`src/rtl/tohost_monitor.sv`:
```
// Snoops CPU data-memory stores: tracks the riscv-tests tohost word into pass/fail/timeout
// status and streams console-port bytes out through a small valid/ready FIFO.
module tohost_monitor #(
    parameter logic [31:0] TOHOST_ADDR  = 32'h0000_1000,
    parameter logic [31:0] CONSOLE_ADDR = 32'h0000_1004,
    parameter int unsigned MAX_CYCLES   = 200000,
    parameter int unsigned FIFO_DEPTH   = 4
) (
    input  logic        clk,
    input  logic        reset,
    input  logic        mem_we,
    input  logic [31:0] mem_addr,
    input  logic [31:0] mem_wdata,
    input  logic [3:0]  mem_wmask,
    output logic        done,
    output logic        pass,
    output logic        fail,
    output logic        timeout,
    output logic [30:0] fail_code,
    output logic [31:0] cycle_count,
    output logic        con_valid,
    output logic [7:0]  con_data,
    input  logic        con_ready,
    output logic [7:0]  con_drops
);

    localparam int PTR_W = $clog2(FIFO_DEPTH);
    localparam int CNT_W = PTR_W + 1;
    localparam logic [31:0]      LAST_CYCLE = 32'(MAX_CYCLES - 1);
    localparam logic [CNT_W-1:0] FULL_COUNT = CNT_W'(FIFO_DEPTH);

    typedef enum logic [1:0] {
        ST_RUN     = 2'd0,
        ST_PASS    = 2'd1,
        ST_FAIL    = 2'd2,
        ST_TIMEOUT = 2'd3
    } state_t;

    state_t      r_state;
    logic [31:0] r_tohost;

    logic [7:0]       r_mem [FIFO_DEPTH];
    logic [PTR_W-1:0] r_wrPtr;
    logic [PTR_W-1:0] r_rdPtr;
    logic [CNT_W-1:0] r_count;

    logic             w_hitTh;
    logic             w_hitCon;
    logic [31:0]      w_thNext;
    logic             w_push;
    logic             w_pop;
    logic             w_full;
    logic             w_doPush;
    logic             w_drop;
    logic [PTR_W-1:0] w_rdNext;
    logic [CNT_W-1:0] w_countNext;
    logic [7:0]       w_headNext;
    logic             w_unusedAddrBits;

    // Byte offsets within the word are irrelevant to both decoders.
    assign w_unusedAddrBits = ^mem_addr[1:0];
    assign w_hitTh  = mem_we && (mem_addr[31:2] == TOHOST_ADDR[31:2]);
    assign w_hitCon = mem_we && (mem_addr[31:2] == CONSOLE_ADDR[31:2]);

    always_comb begin
        w_thNext = r_tohost;
        for (int i = 0; i < 4; i++) begin
            if (mem_wmask[i]) begin
                w_thNext[8*i +: 8] = mem_wdata[8*i +: 8];
            end
        end
    end

    // A tohost event wins over a timeout landing on the same edge.
    always_ff @(posedge clk) begin
        if (reset) begin
            r_state     <= ST_RUN;
            r_tohost    <= 32'd0;
            done        <= 1'b0;
            pass        <= 1'b0;
            fail        <= 1'b0;
            timeout     <= 1'b0;
            fail_code   <= 31'd0;
            cycle_count <= 32'd0;
        end else if (r_state == ST_RUN) begin
            cycle_count <= cycle_count + 32'd1;
            if (w_hitTh) begin
                r_tohost <= w_thNext;
            end
            if (w_hitTh && (w_thNext == 32'd1)) begin
                r_state <= ST_PASS;
                done    <= 1'b1;
                pass    <= 1'b1;
            end else if (w_hitTh && (w_thNext != 32'd0)) begin
                r_state   <= ST_FAIL;
                done      <= 1'b1;
                fail      <= 1'b1;
                fail_code <= w_thNext[31:1];
            end else if (cycle_count == LAST_CYCLE) begin
                r_state <= ST_TIMEOUT;
                done    <= 1'b1;
                timeout <= 1'b1;
            end
        end
    end

    assign w_push   = w_hitCon && mem_wmask[0];
    assign w_pop    = con_valid && con_ready;
    assign w_full   = (r_count == FULL_COUNT);
    assign w_doPush = w_push && (!w_full || w_pop);
    assign w_drop   = w_push && w_full && !w_pop;
    assign w_rdNext = w_pop ? (r_rdPtr + PTR_W'(1)) : r_rdPtr;

    always_comb begin
        w_countNext = r_count;
        case ({w_doPush, w_pop})
            2'b10:   w_countNext = r_count + CNT_W'(1);
            2'b01:   w_countNext = r_count - CNT_W'(1);
            default: w_countNext = r_count;
        endcase
    end

    // The new head comes straight from wdata only when the push lands in the head slot.
    assign w_headNext = (w_doPush && (r_wrPtr == w_rdNext)) ? mem_wdata[7:0] : r_mem[w_rdNext];

    always_ff @(posedge clk) begin
        if (w_doPush) begin
            r_mem[r_wrPtr] <= mem_wdata[7:0];
        end
    end

    always_ff @(posedge clk) begin
        if (reset) begin
            r_wrPtr   <= '0;
            r_rdPtr   <= '0;
            r_count   <= '0;
            con_valid <= 1'b0;
            con_data  <= 8'd0;
            con_drops <= 8'd0;
        end else begin
            if (w_doPush) begin
                r_wrPtr <= r_wrPtr + PTR_W'(1);
            end
            r_rdPtr   <= w_rdNext;
            r_count   <= w_countNext;
            con_valid <= (w_countNext != '0);
            con_data  <= w_headNext;
            if (w_drop && (con_drops != 8'hFF)) begin
                con_drops <= con_drops + 8'd1;
            end
        end
    end

endmodule

```
`config.mk`:
```
export PLATFORM = sky130hd
export DESIGN_NAME = tohost_monitor
export DESIGN_NICKNAME = d
export VERILOG_FILES = /design/src/rtl/tohost_monitor.sv
export SDC_FILE = /design/constraint.sdc
export NUM_CORES = 1
export LEC_CHECK = 0
export ABC_AREA = 1
export BUFFER_PORTS_ARGS = -buffer_cell sky130_fd_sc_hd__buf_2
export CORE_ASPECT_RATIO = 0.6
export CORE_UTILIZATION = 45
export DETAILED_ROUTE_END_ITERATION = 6
export GPL_ROUTABILITY_DRIVEN = 0
export GPL_TIMING_DRIVEN = 0
export MAX_ROUTING_LAYER = met4
export PLACE_DENSITY = 0.64
export SLEW_MARGIN = 10
export SYNTH_ARGS = -nofsm -noshare
export SYNTH_HDL_FRONTEND = slang
export SYNTH_SLANG_ARGS = --single-unit
```
`constraint.sdc`:
```
create_clock -name clk -period 2.5 [get_ports clk]
set_input_delay 0 -clock clk [delete_from_list [all_inputs] [get_ports clk]]
set_output_delay 0 -clock clk [all_outputs]
set_load 0.02 [all_outputs]
```
==> key figures, run 1 <==
Global route
  • Tot GR Track Use: around a quarter
  • First-pass GRT wire length: 32.9 mm
  • Grt peak-use layer: met1
  • Met2 Resource Use GR: 34.1%
  • M3 GR Usage: under 10%
  • Total grt overflow: 0
  • Met1 Use GR: 38.1%
  • Vias in the first global route: 6484
  • Initial antenna violation count: 0
  • Largest net degree at the start of global routing: 17

Detailed routing
  • Detail Route Antenna Nets: 0
  • DRC: 0
  • DR iter-0 viols: 539
  • Wirelength per Cell: 13.5 um
  • Drt first pass iters: 5
  • Via density: 4.84
  • Vias: 7338
  • WL final: just over 20 mm

Clock tree
  • CTS Buffer Depth: 2
  • CTS tree: built
  • Root Buffer: clkbuf_16
  • Clock-pin slew on the worst setup and hold paths: 70 ps
  • H-Tree Depth: 4
  • Clock net sink count: 157
  • Setup bufs post-CTS: 0
  • Clock Latency Late Sink: roughly 420 ps
  • CTS resizes: 0
  • TritonCTS buffer count: 17

Power
  • Pwr/cell area: about 650 nW/um^2
  • Comb power frac: between 10% and 20%
  • Switching Fraction: 27.3%
  • Leak: 4.28 nW
  • Power share of the clock group: 43.0%
  • Tot Pwr: 6.05 mW
  • IR drop worst, VDD: 0.473 mV
  • Psw: 1.65 mW
  • Internal power: 4.40 mW
  • Sequential power share: 44.1%

Floorplanning
  • Full die area: 17400 sq um
  • Num rows: 36
  • I/O pins: 156
  • Die span in y: 103 um
  • Die W: around 170 um
  • Core footprint: 16400 sq um
  • Initial Utilization: 46.4%

Synth
  • Top FF cell, synth: dfxtp_1
  • Mean area per synthesized cell: a little under 7 sq um
  • Synth Area in Simple Gates: 33.7%
  • Distinct cells, synth: 40
  • Post-synthesis mux area share: 0%
  • YS warnings: 0
  • Post-Synth XOR/XNOR Area: 1.60%
  • Syn Inst Count: 1093
  • Syn Nets: 1172
  • Largest family of logic cells by synthesized area: simple AND/OR/NAND/NOR gates
  • Adder-Cell Fraction of Synth Area: 1.25%
  • Post-synthesis compound-gate area fraction: under 10%
  • Register bit count reported by yosys: 157
  • Sequential area share after synthesis: 45.6%
  • Post-Syn Area: 7590 sq um
  • Post-synth EDFFs: 32
  • Ys async rst share: 0%

Min path
  • Hold Crit Depth: 7
  • Hold Crit Class: in -> reg

Timing
  • Setup TNS: 0 ps
  • Rel. slew slack: 46.2%
  • RSZ-0062 raised after global routing: no
  • Final setup viols: 0
  • Slew @ Worst Pin: between 800 and 900 ps
  • Max frequency: between 0.4 and 0.5 GHz
  • Min Tclk post-route: 2230 ps
  • Final period utilization: 89.1%
  • Final slew viol count: 0
  • Final hold violation count: 0
  • Worst Skew: between 10 and 15 ps

Worst setup path
  • Crit-path max cell delay: 380 ps
  • CP startpoint kind: register
  • Critical path depth in cells: 10
  • Worst Path Required: around 2800 ps
  • Crit end category: register
  • WS Path Type: reg -> reg
  • Slowest-stage cell, CP: dfxtp_1
  • Worst reg-to-reg path cell count: 10
  • Top Family by Delay on Critical Path: simple AND/OR/NAND/NOR gates
  • Crit-path cells: ha_1, nand3_1, nor2_1, nand2_1, nor2_2, nand2_1, nor2_1, nand4_1, o21ai_1, a21oi_1
  • CP Buf/Inv Count: 0
  • Worst-path fanout max: 4
  • Critical path arrival: 2530 ps

Run
  • Max_cap viols: 0

Status
  • Status: complete, no violations

Finish
  • Fin nets: ~1400
  • Share of layout cells above drive strength 1: 17.5%
  • # diodes: 0
  • Finished Core Util: around 57%
  • Number of fill cells: 1630
  • Area Overhead vs Synth: 23.1%

Placed design
  • Port Buffers: 150
  • HPWL after DPL: 15.3 mm
worst reg2reg max path, delay by kind of cell (launching register included):
family	cells	cell delay (ps)
AOI/OAI and AO/OA	2	210
and+or+nand+nor	7	1320
DFF	1	380
adders and majority gates	1	220
final cells by class:
cell class / instances / area, sq um / share of cell area (%)
clock buffer: 20 / 469 / 5.02
inverter: 145 / 547 / 5.85
tap: 228 / 285 / 3.05
sequential: 157 / 3460 / 37.1
timing repair buffer: 163 / 881 / 9.42
buffer: 37 / 193 / 2.06
clock inverter: 12 / 121 / 1.30
multi-input combinational: 754 / 3390 / 36.2
cells in the final DEF, fill, tap and decap left out, types with 18 or more instances in the layout:
cell type,count
clkbuf_16,18
nor2_1,205
nand3_1,62
o21ai_0,35
edfxtp_1,32
buf_2,160
a21oi_1,59
inv_1,135
nand2_1,286
nand4_1,19
dfxtp_1,125
routing by layer:
metal  vias to the layer above  share of wire, %
met5                         -                 0
met4                         0              0.84
met3                        19               5.8
met2                       214                38
met1                      3293                55
li1                       3812                 -
what timing repair did:
action / in CTS / in global routing
endpoints found under the hold margin: 44 / 0
hold buffers: 13 / 0
endpoints found under the setup margin: 0 / 0
registers in the layout (all words and copies together), names as in the netlist:
name	cells
r_state	2
con_drops	8
cycle_count	32
r_count	3
r_wrPtr	2
timeout	1
fail_code	31
r_rdPtr	2
fail	1
con_data	8
pass	1
done	1
r_mem	32
con_valid	1
r_tohost	32
cells in the mapped netlist, types with 6 or more instances:
master | n | area share, %
nand2_1 | 286 | 14
nor2_1 | 205 | 10
inv_1 | 135 | 6.7
dfxtp_1 | 125 | 33
nand3_1 | 62 | 4.1
a21oi_1 | 59 | 3.9
o21ai_0 | 35 | 2.3
edfxtp_1 | 32 | 13
nand4_1 | 19 | 1.6
nor3_1 | 17 | 1.1
clkbuf_1 | 16 | 0.79
xor2_1 | 12 | 1.4
buf_2 | 10 | 0.66
inv_2 | 7 | 0.35
o21ai_1 | 7 | 0.46
ha_1 | 6 | 0.99
nor2_2 | 6 | 0.49
o22ai_1 | 6 | 0.49
or2_2 | 6 | 0.49
worst paths after layout:
path                                     from                           end  slack, ps
hold reg to reg     r_tohost[13]$_SDFFE_PP0P_     r_tohost[13]$_SDFFE_PP0P_        450
setup / recovery  cycle_count[1]$_SDFFE_PP0N_  cycle_count[28]$_SDFFE_PP0N_        270
hold / removal                  mem_wdata[22]    fail_code[21]$_SDFFE_PP0P_         30
setup reg to reg  cycle_count[1]$_SDFFE_PP0N_  cycle_count[28]$_SDFFE_PP0N_        270
per-stage QoR:
stage	instance area (sq um)	instances	setup slack, ps	hold WS (ps)
CTS	9350	1516	351	28.2
detailed placement	8630	1471	371	263
floorplan	7590	1093	629	98.9
global placement	8630	1471	381	260
finish	9350	1516	273	32.2
global route	9350	1516	152	46.2
power by group through the flow:
stage / Combinational [mW] / Clock, mW / Sequential (mW)
floorplan: 0.453 / 0 / 2.78
global placement: 0.753 / 0 / 2.73
detailed placement: 0.757 / 0 / 2.73
CTS: 0.777 / 2.63 / 2.67
global route: 0.869 / 2.75 / 2.68
finish: 0.777 / 2.60 / 2.67
cell families after synthesis:
family                   count (synthesis)
adder cells (fa/ha/maj)                  7
AND/OR/NAND/NOR                        619
flip-flops                             157
AO/OA/AOI/OAI                          115
XOR/XNOR                                13
buffers and inverters                  182
Power figures use the tool's default switching activity.
==> run 2, diff against run 1 <==
--- a/config.mk
+++ b/config.mk
@@ -8,12 +8,12 @@
 export ABC_AREA = 1
 export BUFFER_PORTS_ARGS = -buffer_cell sky130_fd_sc_hd__buf_2
 export CORE_ASPECT_RATIO = 0.6
-export CORE_UTILIZATION = 45
+export CORE_UTILIZATION = 25
 export DETAILED_ROUTE_END_ITERATION = 6
 export GPL_ROUTABILITY_DRIVEN = 0
 export GPL_TIMING_DRIVEN = 0
 export MAX_ROUTING_LAYER = met4
-export PLACE_DENSITY = 0.64
+export PLACE_DENSITY = 0.39
 export SLEW_MARGIN = 10
 export SYNTH_ARGS = -nofsm -noshare
 export SYNTH_HDL_FRONTEND = slang
==> run 2 against run 1 <==
- maximum frequency down 0.73%
- critical path depth unchanged
- worst setup slack worse by 16 ps
- combinational power up 3.9%
- first-iteration DRC count down 11%
- sequential cell count unchanged
- non-clock buffer count unchanged
- hold slack worse by 14 ps
- clock skew down 1.7 ps
- via count down 1.8%
- largest cell class unchanged
- largest power group is now the clock network
==> key figures, run 2 (synthesis gave the netlist of run 1 again) <==
Status
  • Status: complete, no violations (unchanged)

Finish
  • Area Overhead vs Synth: 26.3% (was 23.1%)
  • Fin nets: 1354 (unchanged)
  • Regs by FF count: cycle_count (32), r_mem (32), r_tohost (32) (unchanged)
  • Area of the multi-input gates: 3390 sq um (about the same)
  • Share of layout cells above drive strength 1: 17.2% (was 17.5%)
  • Commonest non-fill, non-tap cells in the layout: nand2_1, nor2_1, buf_2, inv_1, dfxtp_1 (unchanged)
  • Finished Core Util: 32.7% (was 57.2%)
  • Most common cell after layout, fill and taps aside: nand2_1 (unchanged)
  • Final Instance Area: 9590 sq um (was 9350 sq um)
  • FF+latch area: 3460 sq um (unchanged)
  • Final cell count without fillers: 1688 (was 1516)
  • Number of fill cells: 3301 (was 1630)
  • # diodes: 0 (unchanged)

Detailed routing
  • WL final: 24.9 mm (was 20.5 mm)
  • DRC: 0 (unchanged)
  • Vias: 7205 (was 7338)
  • Detail Route Antenna Nets: 0 (unchanged)
  • DR iter-0 viols: 481 (was 539)
  • Drt first pass iters: 5 (unchanged)
  • Via density: 4.27 (was 4.84)
  • Wirelength per Cell: 14.7 um (was 13.5 um)

Placed design
  • Placed insts: 1643 (was 1471)
  • DP Area: 8840 sq um (was 8630 sq um)
  • Port Buffers: 150 (unchanged)
  • HPWL after DPL: 18.9 mm (was 15.3 mm)
  • Setup WS pre-CTS: 212 ps (was 371 ps)

Timing
  • Min Tclk post-route: 2240 ps (was 2230 ps)
  • Final setup viols: 0 (unchanged)
  • Final period utilization: 89.7% (was 89.1%)
  • Final hold violation count: 0 (unchanged)
  • Setup ws final: 257 ps (was 273 ps)
  • Worst Skew: 11.9 ps (was 13.7 ps)
  • Setup TNS: 0 ps (unchanged)
  • Slew @ Worst Pin: 908 ps (was 805 ps)
  • RSZ-0062 raised after global routing: no (unchanged)
  • Final slew viol count: 0 (unchanged)
  • Max frequency: 0.446 GHz (was 0.449 GHz)
  • Rel. slew slack: 39.3% (was 46.2%)

Floorplanning
  • Initial Utilization: 25.9% (was 46.4%)
  • Die span in y: 137 um (was 103 um)
  • I/O pins: 156 (unchanged)
  • Core footprint: 29300 sq um (was 16400 sq um)
  • Die W: 227 um (was 170 um)
  • Num rows: 48 (was 36)
  • Full die area: 31100 sq um (was 17400 sq um)

Clock tree
  • Clock Latency Late Sink: 440 ps (was 420 ps)
  • TritonCTS buffer count: 17 (unchanged)
  • Clock net sink count: 157 (unchanged)
  • CTS Buffer Depth: 2 (unchanged)
  • Root Buffer: clkbuf_16 (unchanged)
  • CTS tree: built (unchanged)
  • H-Tree Depth: 4 (unchanged)
  • Clock-pin slew on the worst setup and hold paths: 70 ps (about the same)

Worst setup path
  • Crit-path cells: ha_1, nand3_1, nor2_2, nand2_1, nor2_2, nand2_1, nor2_2, nand4_1, o21ai_1, a21oi_1 (was ha_1, nand3_1, nor2_1, nand2_1, nor2_2, nand2_1, nor2_1, nand4_1, o21ai_1, a21oi_1)
  • CP startpoint kind: register (unchanged)
  • Crit end category: register (unchanged)
  • Worst-path fanout max: 4 (unchanged)
  • Slowest-stage cell, CP: dfxtp_1 (unchanged)
  • Critical path arrival: 2560 ps (was 2530 ps)
  • Crit-path max cell delay: 380 ps (about the same)
  • Most used cell along the critical path: nor2_2
  • WS Path Type: reg -> reg (unchanged)
  • Worst Path Required: 2820 ps (was 2810 ps)

Power
  • Leak: 4.28 nW (about the same)
  • Pwr/cell area: 649 nW/um^2 (was 647 nW/um^2)
  • IR drop worst, VDD: 0.398 mV (was 0.473 mV)

Global route
  • First-pass GRT wire length: 38.2 mm (was 32.9 mm)
  • Largest net degree at the start of global routing: 17 (unchanged)
  • Initial antenna violation count: 0 (unchanged)
  • Vias in the first global route: 6578 (was 6484)
  • Total grt overflow: 0 (unchanged)
  • Tot GR Track Use: 17.0% (was 25.1%)

Min path
  • Hold Crit Class: in -> reg (unchanged)

Run
  • Max_cap viols: 0 (unchanged)
-- run 2: final cells by class --
| cell class | instances | share of cell area, % |
|---|---|---|
| clock inverter | 6 | 1.15 |
| timing repair buffer | 163 | 9.19 |
| clock buffer | 26 | 5.21 |
| sequential | 157 | 36.1 |
| inverter | 145 | 5.70 |
| multi-input combinational | 754 | 35.4 |
| tap | 400 | 5.22 |
| buffer | 37 | 2.01 |
-- run 2: report_power, final --
part           leakage, nW  switching (mW)  internal [mW]
registers             1.30          0.0284           2.64
clock network        0.291            1.06           1.68
logic                 2.69           0.536          0.271
-- run 2: final timing paths --
check	slack, ps	from	cells past startpoint	to
max	260	cycle_count[1]$_SDFFE_PP0N_	10	cycle_count[28]$_SDFFE_PP0N_
min	20	mem_wdata[16]	7	r_tohost[16]$_SDFFE_PP0P_
min reg2reg	450	timeout$_SDFFE_PP0P_	2	timeout$_SDFFE_PP0P_
max reg2reg	260	cycle_count[1]$_SDFFE_PP0N_	10	cycle_count[28]$_SDFFE_PP0N_
-- run 2: what timing repair did --
action | 4_1_cts | 5_1_grt
hold buffers | 13 | 0
resized for setup | 0 | 2
buffers inserted | 0 | 0
setup endpoints to repair | 0 | 1
hold endpoints to repair | 46 | 0
-- run 2: critical path, delay by kind of cell (launching register included) --
family	cells	cell delay [ps]
simple gates	7	1280
compound gates	2	230
fa+ha+maj	1	240
flops	1	380
-- run 2: metal layers --
| layer | up-vias | part of all wire (%) | global-route usage [%] |
|---|---|---|---|
| met1 | 3249 | 57 | 26.4 |
| met2 | 127 | 37 | 21.0 |
| li1 | 3812 | - | - |
| met3 | 17 | 4.6 | 3.91 |
| met4 | 0 | 1.0 | 4.51 |
| met5 | - | 0 | - |
-- run 2: through the flow --
| step | hold WS (ps) | power, mW |
|---|---|---|
| detailed placement | 267 | 3.53 |
| floorplan | 98.9 | 3.24 |
| global placement | 266 | 3.53 |
| finish | 18.2 | 6.22 |
| CTS | 0.214 | 6.31 |
| global route | 70.0 | 6.51 |
==> run 3, diff against run 2 <==
--- a/config.mk
+++ b/config.mk
@@ -13,7 +13,8 @@
 export GPL_ROUTABILITY_DRIVEN = 0
 export GPL_TIMING_DRIVEN = 0
 export MAX_ROUTING_LAYER = met4
-export PLACE_DENSITY = 0.39
+export PLACE_DENSITY = 0.4
+export RECOVER_POWER = 25
 export SLEW_MARGIN = 10
 export SYNTH_ARGS = -nofsm -noshare
 export SYNTH_HDL_FRONTEND = slang
==> constraint.sdc (replaced) <==
create_clock -name clk -period 1.8 [get_ports clk]
set_input_delay 0 -clock clk [delete_from_list [all_inputs] [get_ports clk]]
set_output_delay 0 -clock clk [all_outputs]
set_load 0.02 [all_outputs]
==> run 3 against run 2 <==
- clock skew fell by 2.7 ps
- clock-buffer cell count shrank 5
- non-clock buffer count grew 36
- final cell count grew 2.1%
- final area grew 8.4%
- global-route usage grew 0.27 points
- sequential cell count did not move
- routed wire length is 4.0% higher
- total power up 37%
- hold slack better by 3.4 ps
- via count up 3.5%
- sequential power grew 40%
- largest cell class is now multi-input gates
- largest power group is now registers
==> key figures, run 3 (synthesis gave the netlist of run 1 again) <==
Timing
  • Final hold violation count: 0 (unchanged)
  • Min Tclk post-route: 1790 ps (was 2240 ps)
  • Final period utilization: 99.5% (was 89.7%)
  • Final setup viols: 0 (unchanged)
  • Final slew viol count: 0 (unchanged)
  • RSZ-0062 raised after global routing: yes (was no)
  • Rel. slew slack: 47.4% (was 39.3%)
  • Worst Skew: 9.24 ps (was 11.9 ps)
  • Hold WS: 21.7 ps (was 18.2 ps)
  • Slew @ Worst Pin: 789 ps (was 908 ps)
  • Max frequency: 0.558 GHz (was 0.446 GHz)

Global route
  • Vias in the first global route: 6746 (was 6578)
  • Largest net degree at the start of global routing: 17 (unchanged)
  • Tot GR Track Use: 17.3% (was 17.0%)
  • Total grt overflow: 0 (unchanged)
  • First-pass GRT wire length: 38.7 mm (was 38.2 mm)
  • Initial antenna violation count: 0 (unchanged)

Status
  • Status: complete, no violations (unchanged)

Worst setup path
  • Critical path arrival: 2130 ps (was 2560 ps)
  • WS Path Type: reg -> reg (unchanged)
  • Worst-path fanout max: 7 (was 4)
  • Most used cell along the critical path: nand2_2 (was nor2_2)
  • CP startpoint kind: register (unchanged)
  • Crit-path cells: inv_1, nand2_1, nand2_2, nand2_2, nor2_2, nand2_2, nor2_2, nand2_2, nand2_2, nor2_4, buf_6, nand3_2, nand2_2, nor2_1 (was ha_1, nand3_1, nor2_2, nand2_1, nor2_2, nand2_1, nor2_2, nand4_1, o21ai_1, a21oi_1)
  • Setup slack, reg-to-reg: 9 ps (was 260 ps)
  • Worst Path Required: 2140 ps (was 2820 ps)
  • Slowest-stage cell, CP: dfxtp_1 (unchanged)
  • Crit end category: register (unchanged)
  • Crit-path max cell delay: 310 ps (was 380 ps)

Power
  • Sequential power share: 43.9% (was 43.0%)
  • Tot Pwr: 8.49 mW (was 6.22 mW)
  • Pwr/cell area: 817 nW/um^2 (was 649 nW/um^2)
  • Internal power: 6.16 mW (was 4.59 mW)
  • Psw: 2.33 mW (was 1.63 mW)
  • Power share of the clock group: 41.0% (was 44.1%)
  • IR drop worst, VDD: 0.628 mV (was 0.398 mV)
  • Leak: 4.47 nW (was 4.28 nW)
  • Comb power frac: 15.2% (was 13.0%)
  • Switching Fraction: 27.5% (was 26.1%)

Detailed routing
  • WL final: 25.9 mm (was 24.9 mm)
  • Met1 wire length: 14.2 mm (about the same)
  • WL met3: 1.07 mm (was 1.13 mm)
  • Wirelength per Cell: 15.0 um (was 14.7 um)
  • Vias: 7459 (was 7205)
  • DR iter-0 viols: 489 (was 481)
  • Max Used Layer: met4 (unchanged)
  • Met2 wire len: 10.2 mm (was 9.31 mm)
  • Drt first pass iters: 5 (unchanged)
  • Detail Route Antenna Nets: 0 (unchanged)
  • Via density: 4.33 (was 4.27)
  • DRC: 0 (unchanged)

Clock tree
  • CTS Buffer Depth: 2 (unchanged)
  • TritonCTS buffer count: 17 (unchanged)
  • Clock-pin slew on the worst setup and hold paths: 60 ps (was 70 ps)
  • H-Tree Depth: 4 (unchanged)
  • CTS tree: built (unchanged)
  • Root Buffer: clkbuf_16 (unchanged)
  • Clock Latency Late Sink: 450 ps (was 440 ps)
  • Clock net sink count: 157 (unchanged)

Min path
  • Hold Crit Class: in -> reg (unchanged)

Floorplanning
  • I/O pins: 156 (unchanged)
  • Full die area: 31100 sq um (unchanged)
  • Num rows: 48 (unchanged)
  • Core footprint: 29300 sq um (unchanged)
  • Die span in y: 137 um (unchanged)
  • Initial Utilization: 25.9% (unchanged)
  • Die W: 227 um (unchanged)

Finish
  • # diodes: 0 (unchanged)
  • Share of layout cells above drive strength 1: 27.0% (was 17.2%)
  • Fin nets: 1390 (was 1354)
  • Regs by FF count: cycle_count (32), r_mem (32), r_tohost (32) (unchanged)
  • Commonest non-fill, non-tap cells in the layout: nand2_1, nor2_1, buf_2, inv_1, dfxtp_1 (unchanged)
  • Most common cell after layout, fill and taps aside: nand2_1 (unchanged)
  • Final Instance Area: 10400 sq um (was 9590 sq um)
  • Area Overhead vs Synth: 36.9% (was 26.3%)
  • Number of fill cells: 3246 (was 3301)

Placed design
  • DP Area: 8840 sq um (about the same)
  • Port Buffers: 150 (unchanged)
  • HPWL after DPL: 18.7 mm (was 18.9 mm)

Run
  • Max_cap viols: 0 (unchanged)
run 3: changes by cell type in the layout (fill, tap and decap cells not counted), sizes merged:
| cell | delta |
|---|---|
| bufinv | -1 |
| dlygate4sd3 | +4 |
| clkinv | +7 |
| clkbuf | +20 |
| inv | -1 |
| buf | +7 |
run 3: repair_timing:
action / CTS / global route
buffers inserted: 10 / 17
setup endpoints to repair: 103 / 103
cloned: 0 / 5
endpoints found under the hold margin: 51 / 0
hold buffers: 17 / 0
resized for setup: 67 / 125
pin swaps: 8 / 35
run 3: cell type report:
class	count	area (sq um)	area share, %
repair buffers	199	1150	11.1
well taps	400	500	4.82
clock buffers	21	440	4.24
multi-input cells	754	3930	37.8
plain buffers	37	221	2.13
flip-flops and latches	157	3490	33.6
clock inverters	11	101	0.975
inverters	145	558	5.37
run 3: critical path: cells and delay by family (launching register included):
family                 cells  cell delay, ps
flip-flops                 1             310
AND/OR/NAND/NOR           12            1130
buffers and inverters      2             240
run 3: worst paths after layout:
kind,to,cells past startpoint,start
worst max register to register,fail_code[21]$_SDFFE_PP0P_,14,r_tohost[14]$_SDFFE_PP0P_
worst min-delay path,r_tohost[11]$_SDFFE_PP0P_,7,mem_wdata[11]
worst min register to register,r_tohost[13]$_SDFFE_PP0P_,2,r_tohost[13]$_SDFFE_PP0P_
worst max-delay path,fail_code[21]$_SDFFE_PP0P_,14,r_tohost[14]$_SDFFE_PP0P_
run 3: per-stage QoR:
| step | worst slack (ps) | util (%) | setup TNS [ps] | cells |
|---|---|---|---|---|
| 2_1_floorplan | 29.9 | - | 0 | 1093 |
| 3_3_place_gp | -470 | 30.2 | -28670 | 1643 |
| 3_5_place_dp | -408 | 30.2 | -30240 | 1643 |
| 4_1_cts | 1.06 | 33.6 | 0 | 1702 |
| 5_1_grt | -105 | 35.5 | -2710 | 1724 |
| 6_report | 9.25 | 35.5 | 0 | 1724 |
run 3: power by group through the flow:
stage | combinational (mW) | sequential [mW] | clock, mW
5_1_grt | 1.45 | 3.73 | 3.76
3_3_place_gp | 1.11 | 3.79 | 0
6_report | 1.29 | 3.73 | 3.48
2_1_floorplan | 0.629 | 3.87 | 0
3_5_place_dp | 1.10 | 3.79 | 0
4_1_cts | 1.23 | 3.72 | 3.60
run 3: layer usage:
metal / track usage (%) / up-vias
met5: - / -
met3: 3.93 / 22
met2: 22.7 / 144
met1: 25.6 / 3396
li1: - / 3897
met4: 5.03 / 0
